### src/rtl/riscv_ctrl_pkg.sv
// Shared encodings for the multi-cycle RISC-V control unit: FSM states, opcodes,
// datapath mux selects and ALU operation codes.
package riscv_ctrl_pkg;

   typedef enum logic [3:0] {
      S_FETCH    = 4'd0,
      S_DECODE   = 4'd1,
      S_MEMADR   = 4'd2,
      S_MEMREAD  = 4'd3,
      S_MEMWB    = 4'd4,
      S_MEMWRITE = 4'd5,
      S_EXECR    = 4'd6,
      S_EXECI    = 4'd7,
      S_ALUWB    = 4'd8,
      S_BRANCH   = 4'd9,
      S_JAL      = 4'd10
   } state_e;

   localparam logic [6:0] OP_LOAD   = 7'b0000011;
   localparam logic [6:0] OP_STORE  = 7'b0100011;
   localparam logic [6:0] OP_RTYPE  = 7'b0110011;
   localparam logic [6:0] OP_ITYPE  = 7'b0010011;
   localparam logic [6:0] OP_BRANCH = 7'b1100011;
   localparam logic [6:0] OP_JAL    = 7'b1101111;

   localparam logic [1:0] RES_ALUOUT = 2'b00;
   localparam logic [1:0] RES_DATA   = 2'b01;
   localparam logic [1:0] RES_ALU    = 2'b10;

   localparam logic [1:0] SRCA_PC    = 2'b00;
   localparam logic [1:0] SRCA_OLDPC = 2'b01;
   localparam logic [1:0] SRCA_RS1   = 2'b10;

   localparam logic [1:0] SRCB_RS2   = 2'b00;
   localparam logic [1:0] SRCB_IMM   = 2'b01;
   localparam logic [1:0] SRCB_FOUR  = 2'b10;

   localparam logic [1:0] IMM_I = 2'b00;
   localparam logic [1:0] IMM_S = 2'b01;
   localparam logic [1:0] IMM_B = 2'b10;
   localparam logic [1:0] IMM_J = 2'b11;

   // alu_op: what the main FSM asks of the ALU decoder
   localparam logic [1:0] ALUOP_ADD   = 2'b00;
   localparam logic [1:0] ALUOP_SUB   = 2'b01;
   localparam logic [1:0] ALUOP_FUNCT = 2'b10;

   localparam logic [2:0] ALU_ADD = 3'b000;
   localparam logic [2:0] ALU_SLL = 3'b001;
   localparam logic [2:0] ALU_SUB = 3'b010;
   localparam logic [2:0] ALU_XOR = 3'b100;
   localparam logic [2:0] ALU_SRL = 3'b101;
   localparam logic [2:0] ALU_OR  = 3'b110;
   localparam logic [2:0] ALU_AND = 3'b111;

   function automatic logic [1:0] imm_src_of(input logic [6:0] op);
      case (op)
         OP_STORE:  return IMM_S;
         OP_BRANCH: return IMM_B;
         OP_JAL:    return IMM_J;
         default:   return IMM_I;
      endcase
   endfunction

endpackage

### src/rtl/alu_decoder.sv
// ALU decoder: maps the FSM's alu_op request plus instruction fields to an ALU code.
module alu_decoder
   import riscv_ctrl_pkg::*;
(
   input  logic [1:0] alu_op_i,
   input  logic [2:0] funct3_i,
   input  logic       op5_i,
   input  logic       funct7b5_i,
   output logic [2:0] alu_control_o
);

   always_comb begin
      alu_control_o = ALU_ADD;
      case (alu_op_i)
         ALUOP_ADD: alu_control_o = ALU_ADD;
         ALUOP_SUB: alu_control_o = ALU_SUB;
         ALUOP_FUNCT: begin
            case (funct3_i)
               // I-type has op[5]=0, so addi never becomes sub even with bit 30 set
               3'b000:  alu_control_o = (op5_i && funct7b5_i) ? ALU_SUB : ALU_ADD;
               3'b001:  alu_control_o = ALU_SLL;
               3'b100:  alu_control_o = ALU_XOR;
               3'b101:  alu_control_o = ALU_SRL;
               3'b110:  alu_control_o = ALU_OR;
               3'b111:  alu_control_o = ALU_AND;
               default: alu_control_o = ALU_ADD;
            endcase
         end
         default: alu_control_o = ALU_ADD;
      endcase
   end

endmodule

### src/rtl/multicycle_controller.sv
// Main control FSM of the multi-cycle RISC-V core: sequences fetch/decode/execute/
// memory/writeback and drives every datapath enable and mux select.
module multicycle_controller
   import riscv_ctrl_pkg::*;
(
   input  logic       clk,
   input  logic       rst,
   input  logic [6:0] op,
   input  logic [2:0] funct3,
   input  logic       funct7b5,
   input  logic       zero,
   input  logic       alu_neg,
   input  logic       mem_ready,
   output logic       pc_write,
   output logic       adr_src,
   output logic       mem_write,
   output logic       ir_write,
   output logic       reg_write,
   output logic [1:0] result_src,
   output logic [1:0] alu_src_a,
   output logic [1:0] alu_src_b,
   output logic [1:0] imm_src,
   output logic [2:0] alu_control,
   output logic       instr_done,
   output logic       illegal,
   output logic [3:0] state
);

   state_e     state_q, state_d;
   logic [1:0] alu_op;
   logic       taken;

   always_ff @(posedge clk or posedge rst) begin
      if (rst) state_q <= S_FETCH;
      else     state_q <= state_d;
   end

   // Signed-less-than uses the raw sign bit; overflow is intentionally not corrected
   always_comb begin
      case (funct3)
         3'b000:  taken = zero;
         3'b001:  taken = ~zero;
         3'b100:  taken = alu_neg;
         default: taken = 1'b0;
      endcase
   end

   always_comb begin
      state_d    = state_q;
      pc_write   = 1'b0;
      adr_src    = 1'b0;
      mem_write  = 1'b0;
      ir_write   = 1'b0;
      reg_write  = 1'b0;
      result_src = RES_ALUOUT;
      alu_src_a  = SRCA_PC;
      alu_src_b  = SRCB_RS2;
      alu_op     = ALUOP_ADD;
      instr_done = 1'b0;
      illegal    = 1'b0;

      case (state_q)
         S_FETCH: begin
            alu_src_b  = SRCB_FOUR;
            result_src = RES_ALU;
            ir_write   = mem_ready;
            pc_write   = mem_ready;
            if (mem_ready) state_d = S_DECODE;
         end
         S_DECODE: begin
            alu_src_a = SRCA_OLDPC;
            alu_src_b = SRCB_IMM;
            case (op)
               OP_LOAD, OP_STORE: state_d = S_MEMADR;
               OP_RTYPE:          state_d = S_EXECR;
               OP_ITYPE:          state_d = S_EXECI;
               OP_BRANCH:         state_d = S_BRANCH;
               OP_JAL:            state_d = S_JAL;
               default: begin
                  state_d    = S_FETCH;
                  illegal    = 1'b1;
                  instr_done = 1'b1;
               end
            endcase
         end
         S_MEMADR: begin
            alu_src_a = SRCA_RS1;
            alu_src_b = SRCB_IMM;
            state_d   = op[5] ? S_MEMWRITE : S_MEMREAD;
         end
         S_MEMREAD: begin
            adr_src = 1'b1;
            if (mem_ready) state_d = S_MEMWB;
         end
         S_MEMWRITE: begin
            adr_src    = 1'b1;
            mem_write  = 1'b1;
            instr_done = mem_ready;
            if (mem_ready) state_d = S_FETCH;
         end
         S_MEMWB: begin
            result_src = RES_DATA;
            reg_write  = 1'b1;
            instr_done = 1'b1;
            state_d    = S_FETCH;
         end
         S_EXECR: begin
            alu_src_a = SRCA_RS1;
            alu_op    = ALUOP_FUNCT;
            state_d   = S_ALUWB;
         end
         S_EXECI: begin
            alu_src_a = SRCA_RS1;
            alu_src_b = SRCB_IMM;
            alu_op    = ALUOP_FUNCT;
            state_d   = S_ALUWB;
         end
         S_ALUWB: begin
            reg_write  = 1'b1;
            instr_done = 1'b1;
            state_d    = S_FETCH;
         end
         S_BRANCH: begin
            alu_src_a  = SRCA_RS1;
            alu_op     = ALUOP_SUB;
            pc_write   = taken;
            instr_done = 1'b1;
            state_d    = S_FETCH;
         end
         S_JAL: begin
            alu_src_a = SRCA_OLDPC;
            alu_src_b = SRCB_FOUR;
            pc_write  = 1'b1;
            state_d   = S_ALUWB;
         end
         default: state_d = S_FETCH;
      endcase
   end

   alu_decoder u_alu_decoder (
      .alu_op_i      (alu_op),
      .funct3_i      (funct3),
      .op5_i         (op[5]),
      .funct7b5_i    (funct7b5),
      .alu_control_o (alu_control)
   );

   assign imm_src = imm_src_of(op);
   assign state   = state_q;

endmodule

### config.mk
export PLATFORM = sky130hd
export DESIGN_NAME = multicycle_controller
export DESIGN_NICKNAME = d
export VERILOG_FILES = /design/src/rtl/riscv_ctrl_pkg.sv /design/src/rtl/alu_decoder.sv /design/src/rtl/multicycle_controller.sv
export SDC_FILE = /design/constraint.sdc
export NUM_CORES = 1
export LEC_CHECK = 0
export CORE_ASPECT_RATIO = 1.25
export CORE_MARGIN = 2
export CORE_UTILIZATION = 38
export DETAILED_ROUTE_END_ITERATION = 7
export GPL_TIMING_DRIVEN = 0
export HOLD_SLACK_MARGIN = 0.08
export PLACE_DENSITY = 0.78
export REMOVE_ABC_BUFFERS = 1
export SYNTH_ARGS = -nofsm -noshare
export SYNTH_HDL_FRONTEND = slang
export SYNTH_HIERARCHICAL = 1
export SYNTH_SLANG_ARGS = --single-unit
export TNS_END_PERCENT = 30
### constraint.sdc
create_clock -name clk -period 2.55 [get_ports clk]
set_input_delay 0.3825 -clock clk [delete_from_list [all_inputs] [get_ports clk]]
set_output_delay 0.3825 -clock clk [all_outputs]
set_load 0.1 [all_outputs]
==> summary.md, run 1 <==
| Metric | Value |
|---|---|
| Top Usage Layer GRT | `met2` |
| Dpl ws | `-1.025 ns` |
| Failing checks | `setup timing` |
| Sequential share of the synthesized area | `14.26%` |
| Area growth syn-to-layout | `68.45%` |
| Final net count | `173` |
| WP data required | `2.17 ns` |
| Post-Route WL | `2299 um` |
| HP Class | `in -> async` |
| Final Hold Viols | `0` |
| Post-detailed-route wirelength per cell | `13.37 um` |
| Total placed cells including tap cells | `157` |
| CP endpoint kind | `output port` |
| Max FFs per register | `4` |
| GR Util met1 | `21.26%` |
| Chip width | `42.44 um` |
| Crit path kind | `reg -> out` |
| Initial detailed-routing violation count | `13` |
| Final non-filler cell total | `172` |
| CP top delay family | `simple AND/OR/NAND/NOR gates` |
| Post-route antenna net violation count | `0` |
| Die H | `52.05 um` |
| Clock period minus worst slack | `2.560 ns` |
| Leakage power total | `0.5343 nW` |
| Synth area leader | `dfrtp_1` |
| Cells after Synth | `106` |
| Status | `finished, violations left` |
| DR pass1 iterations | `4` |
| DR vias | `948` |
| Ys Warns | `6` |
| Initial antenna violation count | `0` |
| Max-slew headroom | `34.85%` |
| GRT Residual Overflow | `0` |
| Remaining DRCs | `0` |
| Fraction of layout instances using a drive strength above 1 | `27.45%` |
| Crit-path max FO | `7` |
| Share of the synthesized area in the top cell type | `14.26%` |
| Num CTS Buffers | `3` |
| Netlist cell types | `40` |
| Mean post-synth cell area | `6.622 sq um` |
| CP cell instances | `nand2b_2 -> nor2_4 -> inv_1 -> ha_1 -> or3b_1 -> o211ai_2 -> buf_12` |
| Commonest non-fill, non-tap cell in the layout | `clkdlybuf4s50_1` |
| GR Layer Usage met2 | `37.69%` |
| Worst-margin pin slew | `0.9741 ns` |
| Async S/R FF share, synth | `100.0%` |
| CTS H-Tree Depth | `1` |
| First-pass GRT wire length | `3394 um` |
| Root buffer cell | `clkbuf_4` |
| Later-pin clock latency in the skew report | `0.23 ns` |
| Fin worst setup slack | `-0.009710 ns` |
| CTS tree | `built` |
| Worst EP arrival | `2.18 ns` |
| Initial Util | `40.24%` |
| Largest net degree at the start of global routing | `19` |
| Total Power | `0.0008446 W` |
| Worst path max stage delay | `0.44 ns` |
| Seq cells post-synth | `4` |
| Crit path buf inv count | `2` |
| RSZ-0062 raised after global routing | `true` |
| Total GRT Usage | `20.00%` |
| Core box area | `1744 sq um` |
| Main area contributors after synthesis | `dfrtp_1 14%, nor2_1 8.6%, a21oi_1 5.7%, inv_1 5.3%, nand2b_1 4.5%` |
| Setup crit start kind | `register` |
| Vias per inst | `5.512` |
| Vias in the first global route | `816` |
| Clock tree buffer depth | `2` |
| Area after DPL | `1069 sq um` |
| DIE AREA | `2209 sq um` |
| Max-cap viol count | `0` |
| Period utilization | `100.4%` |
| Clk_skew | `0.0005474 ns` |
| # IOs | `38` |
| Final setup violation count | `1` |
| Fmax | `0.3907 GHz` |
| Finished Cell Area | `1182 sq um` |
| R2R setup slack | `0.56 ns` |
| Peak supply drop | `0.0009272 V` |
| Leading cell types in the layout, fill and taps excluded | `19 x clkdlybuf4s50_1, 14 x nor2_1, 13 x buf_4` |
| Port Buf Inserts | `37` |
| Number of flops mapped to enable cells by yosys | `0` |
| GPL Wtd Cong | `0.7854` |
| Hpwl dp | `1560 um` |
| # rows | `17` |
| Worst-path clk slew | `0.04 ns` |
| Max-slew violation count | `0` |
| CTS Hold Buffers Added | `0` |
| Clock sink count | `4` |
| CP max-delay cell | `dfrtp_2` |
| Final TNS setup | `-0.009710 ns` |
| P per Cell Area | `714.3 nW/um^2` |
| M3 GR Usage | `3.472%` |
| Diodes inserted | `0` |
| Cell area after synthesis | `701.9 sq um` |
| Ys flop type | `dfrtp_1` |
[timing repair]
action                     4_1_cts  5_1_grt
resized for setup               59       19
gates cloned                     0        0
setup buffers                    2       10
hold endpoints to repair         0        0
setup endpoints to repair       19       10
[logic make-up after synthesis]
family | Yosys count | share of synthesized area (%)
DFF | 4 | 14.26
adders and majority gates | 2 | 3.564
AOI/OAI and AO/OA | 28 | 26.38
and+or+nand+nor | 54 | 42.78
buffers and inverters | 15 | 9.269
xor gates and xnor gates | 3 | 3.744
[final timing paths]
check / endpoint / start / depth (start not counted)
max: alu_control[1] / state[2]$_DFFE_PP0P_ / 7
min: state[1]$_DFFE_PP0P_ / rst / 2
max reg2reg: state[2]$_DFFE_PP0P_ / state[3]$_DFFE_PP0P_ / 5
min reg2reg: state[0]$_DFFE_PP0P_ / state[3]$_DFFE_PP0P_ / 2
max in group asynchronous: state[3]$_DFFE_PP0P_ / rst / 2
min in group clk: state[0]$_DFFE_PP0P_ / state[3]$_DFFE_PP0P_ / 2
[per-stage QoR]
| stage | hold WS (ns) | util (%) |
|---|---|---|
| 2_1_floorplan | 0.1486 | - |
| 3_3_place_gp | 0.5658 | 61.26 |
| 3_5_place_dp | 0.5665 | 61.26 |
| 4_1_cts | 0.3149 | 64.35 |
| 5_1_grt | 0.3447 | 67.79 |
| 6_report | 0.3260 | 67.79 |
[synth_stat cells (all sizes together), types with 3 or more instances]
master	number
nand2b	5
nor2	16
o21ai	5
a21oi	8
nor2b	3
nand3	4
nor3	3
dfrtp	4
o22ai	3
inv	10
clkbuf	3
nand2	8
[final cells by class]
cell class	instances	area [sq um]
inverter	10	37.54
multi-input combinational	87	556.8
tap	19	23.77
sequential	4	105.1
clock buffer	3	22.52
timing repair buffer	49	436.7
fill	153	561.8
[where the power goes]
group	total [W]	leakage, nW	internal, W	switching [W]
registers	0.0000911	0.0479	0.0000719	0.0000191
clock network	0.0000757	0.0138	0.0000525	0.0000232
logic	0.000678	0.473	0.000167	0.000511
[layer usage]
| layer | wire length (um) | up-vias |
|---|---|---|
| met5 | 0 | - |
| li1 | - | 471 |
| met3 | 74 | 0 |
| met4 | 0 | 0 |
| met1 | 905 | 452 |
| met2 | 1318 | 25 |
Power figures use the tool's default switching activity.
==> run 2, diff against run 1 <==
--- a/constraint.sdc
+++ b/constraint.sdc
@@ -3,2 +3,2 @@
 set_output_delay 0.3825 -clock clk [all_outputs]
-set_load 0.1 [all_outputs]
+set_load 0.01 [all_outputs]
==> run 2 against run 1 <==
The flow now finishes without violations. Non-clock buffer count fell by 4. Largest cell class unchanged. Critical endpoint is now imm_src[0]. First-iteration DRC count rose by 31%. Global-route usage rose by 1.7 points. Worst setup slack improved by 0.11 ns.
==> summary.md, run 2 (synthesized netlist as in run 1, its figures left out) <==
| Metric | Value |
|---|---|
| Status | `finished, final reports clean` |
| Clk_skew | `0.00009927 ns (-0.0004481 ns)` |
| Commonest non-fill, non-tap cell in the layout | `clkdlybuf4s50_1` |
| CP endpoint | `imm_src[0]` |
| Initial Util | `40.24% (unchanged)` |
| Total placed cells including tap cells | `157 (unchanged)` |
| Final Hold Viols | `0 (unchanged)` |
| CP top delay family | `buffers and inverters` |
| DIE AREA | `2209 sq um (unchanged)` |
| Worst flop-to-flop path endpoint | `state[2]$_DFFE_PP0P_` |
| Worst-path clk slew | `0.04 ns (about the same)` |
| Vias in the first global route | `823 (+0.86%)` |
| Total GRT Usage | `21.67% (+1.7 points)` |
| Clock period minus worst slack | `2.453 ns (-0.1067 ns)` |
| Root buffer cell | `clkbuf_4` |
| Period utilization | `96.20% (-4.2 points)` |
| Later-pin clock latency in the skew report | `0.23 ns (about the same)` |
| Setup crit start kind | `input port` |
| Clock tree buffer depth | `2 (unchanged)` |
| Leakage power total | `0.5094 nW (-4.7%)` |
| Initial detailed-routing violation count | `17 (+4)` |
| Worst R2R Start | `state[1]$_DFFE_PP0P_` |
| First-pass GRT wire length | `3663 um (+7.9%)` |
| Worst EP arrival | `2.07 ns (-0.11 ns)` |
| Final non-filler cell total | `168 (-2.3%)` |
| Max-slew headroom | `79.23% (+44 points)` |
| Origin of the worst setup path | `op[3]` |
| Remaining DRCs | `0 (unchanged)` |
| CP dominant cell by count | `clkdlybuf4s50_1` |
| GPL Wtd Cong | `0.7854 (unchanged)` |
| Crit path kind | `in -> out` |
| Post-Route WL | `2266 um (-1.4%)` |
| Worst path max stage delay | `0.59 ns (+0.15 ns)` |
| Final net count | `169 (-2.3%)` |
| Worst-margin pin slew | `0.3115 ns (-0.6626 ns)` |
| Dpl ws | `-0.4263 ns (+0.5986 ns)` |
| GRT Residual Overflow | `0 (unchanged)` |
| CP cell instances | `clkdlybuf4s50_1 -> or3_1 -> a211oi_1 -> clkdlybuf4s50_1` |
| RSZ-0062 raised after global routing | `true` |
| CTS tree | `built` |
| Fraction of layout instances using a drive strength above 1 | `18.79% (-8.7 points)` |
| Chip width | `42.44 um (unchanged)` |
| Filler cell count | `147 (-3.9%)` |
| Fin worst setup slack | `0.09699 ns (+0.1067 ns)` |
| Leading cell types in the layout, fill and taps excluded | `31 x clkdlybuf4s50_1, 14 x nor2_1, 9 x inv_1` |
| Port Buf Inserts | `37 (unchanged)` |
| HP Class | `in -> async` |
| Vias per inst | `5.577 (+1.2%)` |
| Hpwl dp | `1560 um (unchanged)` |
| Max-slew violation count | `0 (unchanged)` |
| Num CTS Buffers | `3 (unchanged)` |
| # rows | `17 (unchanged)` |
| Clock sink count | `4 (unchanged)` |
| Core box area | `1744 sq um (unchanged)` |
| R2R setup slack | `0.52 ns (-0.04 ns)` |
| Post-detailed-route wirelength per cell | `13.49 um (+0.91%)` |
| Crit-path max FO | `4 (-3)` |
| CP endpoint kind | `output port` |
| Initial antenna violation count | `0 (unchanged)` |
| Area growth syn-to-layout | `68.98%` |
| Largest net degree at the start of global routing | `18 (-1)` |
| CP Depth | `4 (-3)` |
| Max FFs per register | `4 (unchanged)` |
| DR pass1 iterations | `5 (+1)` |
| CP max-delay cell | `clkdlybuf4s50_1` |
| Die H | `52.05 um (unchanged)` |
| CTS Hold Buffers Added | `0 (unchanged)` |
| DR vias | `937 (-1.2%)` |
| Fmax | `0.4077 GHz (+4.3%)` |
| CTS H-Tree Depth | `1 (unchanged)` |
| Crit path buf inv count | `2 (unchanged)` |
| P per Cell Area | `405.8 nW/um^2 (-43%)` |
| Final setup violation count | `0 (-1)` |
| Max-cap viol count | `0 (unchanged)` |
| WP data required | `2.17 ns (about the same)` |
| R2R cell count | `6 (+1)` |
| Post-route antenna net violation count | `0 (unchanged)` |
| # IOs | `38 (unchanged)` |
| Peak supply drop | `0.0002855 V (-69%)` |
| Diodes inserted | `0 (unchanged)` |
-- run 2: changes by cell type in the layout (fill, tap and decap cells not counted), sizes merged --
cell / before / now
buf: 18 / 8
clkbuf: 6 / 3
clkdlybuf4s15: 4 / 1
clkdlybuf4s50: 19 / 31
dlygate4sd2: 5 / 3
dlymetal6s2s: 0 / 2
-- run 2: repair_timing --
item,4_1_cts,5_1_grt
endpoints found under the setup margin,4,4
buffers inserted,8,0
resized for setup,13,8
-- run 2: layer usage --
metal / vias up / part of all wire (%) / track usage, %
met4: 0 / 0.93 / 8.854
met2: 33 / 56 / 40.00
met5: - / 0 / 0
met3: 2 / 4.4 / 2.778
met1: 440 / 38 / 24.84
li1: 462 / - / -
-- run 2: through the flow --
| stage | area [sq um] | TNS, ns | hold slack [ns] | total power (W) | utilization, % |
|---|---|---|---|---|---|
| 2_1_floorplan | 674.4 | 0 | 0.1486 | 0.0002311 | - |
| 3_3_place_gp | 1069 | -0.6721 | 0.5658 | 0.0003819 | 61.26 |
| 3_5_place_dp | 1069 | -0.7335 | 0.5665 | 0.0003874 | 61.26 |
| 4_1_cts | 1164 | 0 | 0.3149 | 0.0004832 | 66.71 |
| 5_1_grt | 1186 | -0.006136 | 0.3447 | 0.0005233 | 68.01 |
| 6_report | 1186 | 0 | 0.3258 | 0.0004813 | 68.01 |
-- run 2: how the worst min path moves through the flow --
stage,endpoint,slack [ns],cells past startpoint
2_1_floorplan,state[0]$_DFFE_PP0P_,0.15,1
3_3_place_gp,state[0]$_DFFE_PP0P_,0.57,2
3_5_place_dp,state[0]$_DFFE_PP0P_,0.57,2
4_1_cts,state[1]$_DFFE_PP0P_,0.31,2
5_1_grt,state[1]$_DFFE_PP0P_,0.34,2
6_report,state[1]$_DFFE_PP0P_,0.33,2
-- run 2: power breakdown --
group	internal, W	switching (W)	total, W	leakage, nW
combinational	0.000169	0.000157	0.000326	0.448
sequential	0.0000719	0.00000772	0.0000797	0.0479
clock	0.0000525	0.0000235	0.0000760	0.0138
-- run 2: final cells by class --
cell class / count / area (sq um) / area share, %
clock buffers: 3 / 22.52 / 1.899
repair buffers: 45 / 432.9 / 36.50
multi-input cells: 87 / 564.3 / 47.57
inverters: 10 / 37.54 / 3.165
flip-flops and latches: 4 / 105.1 / 8.861
well taps: 19 / 23.77 / 2.004
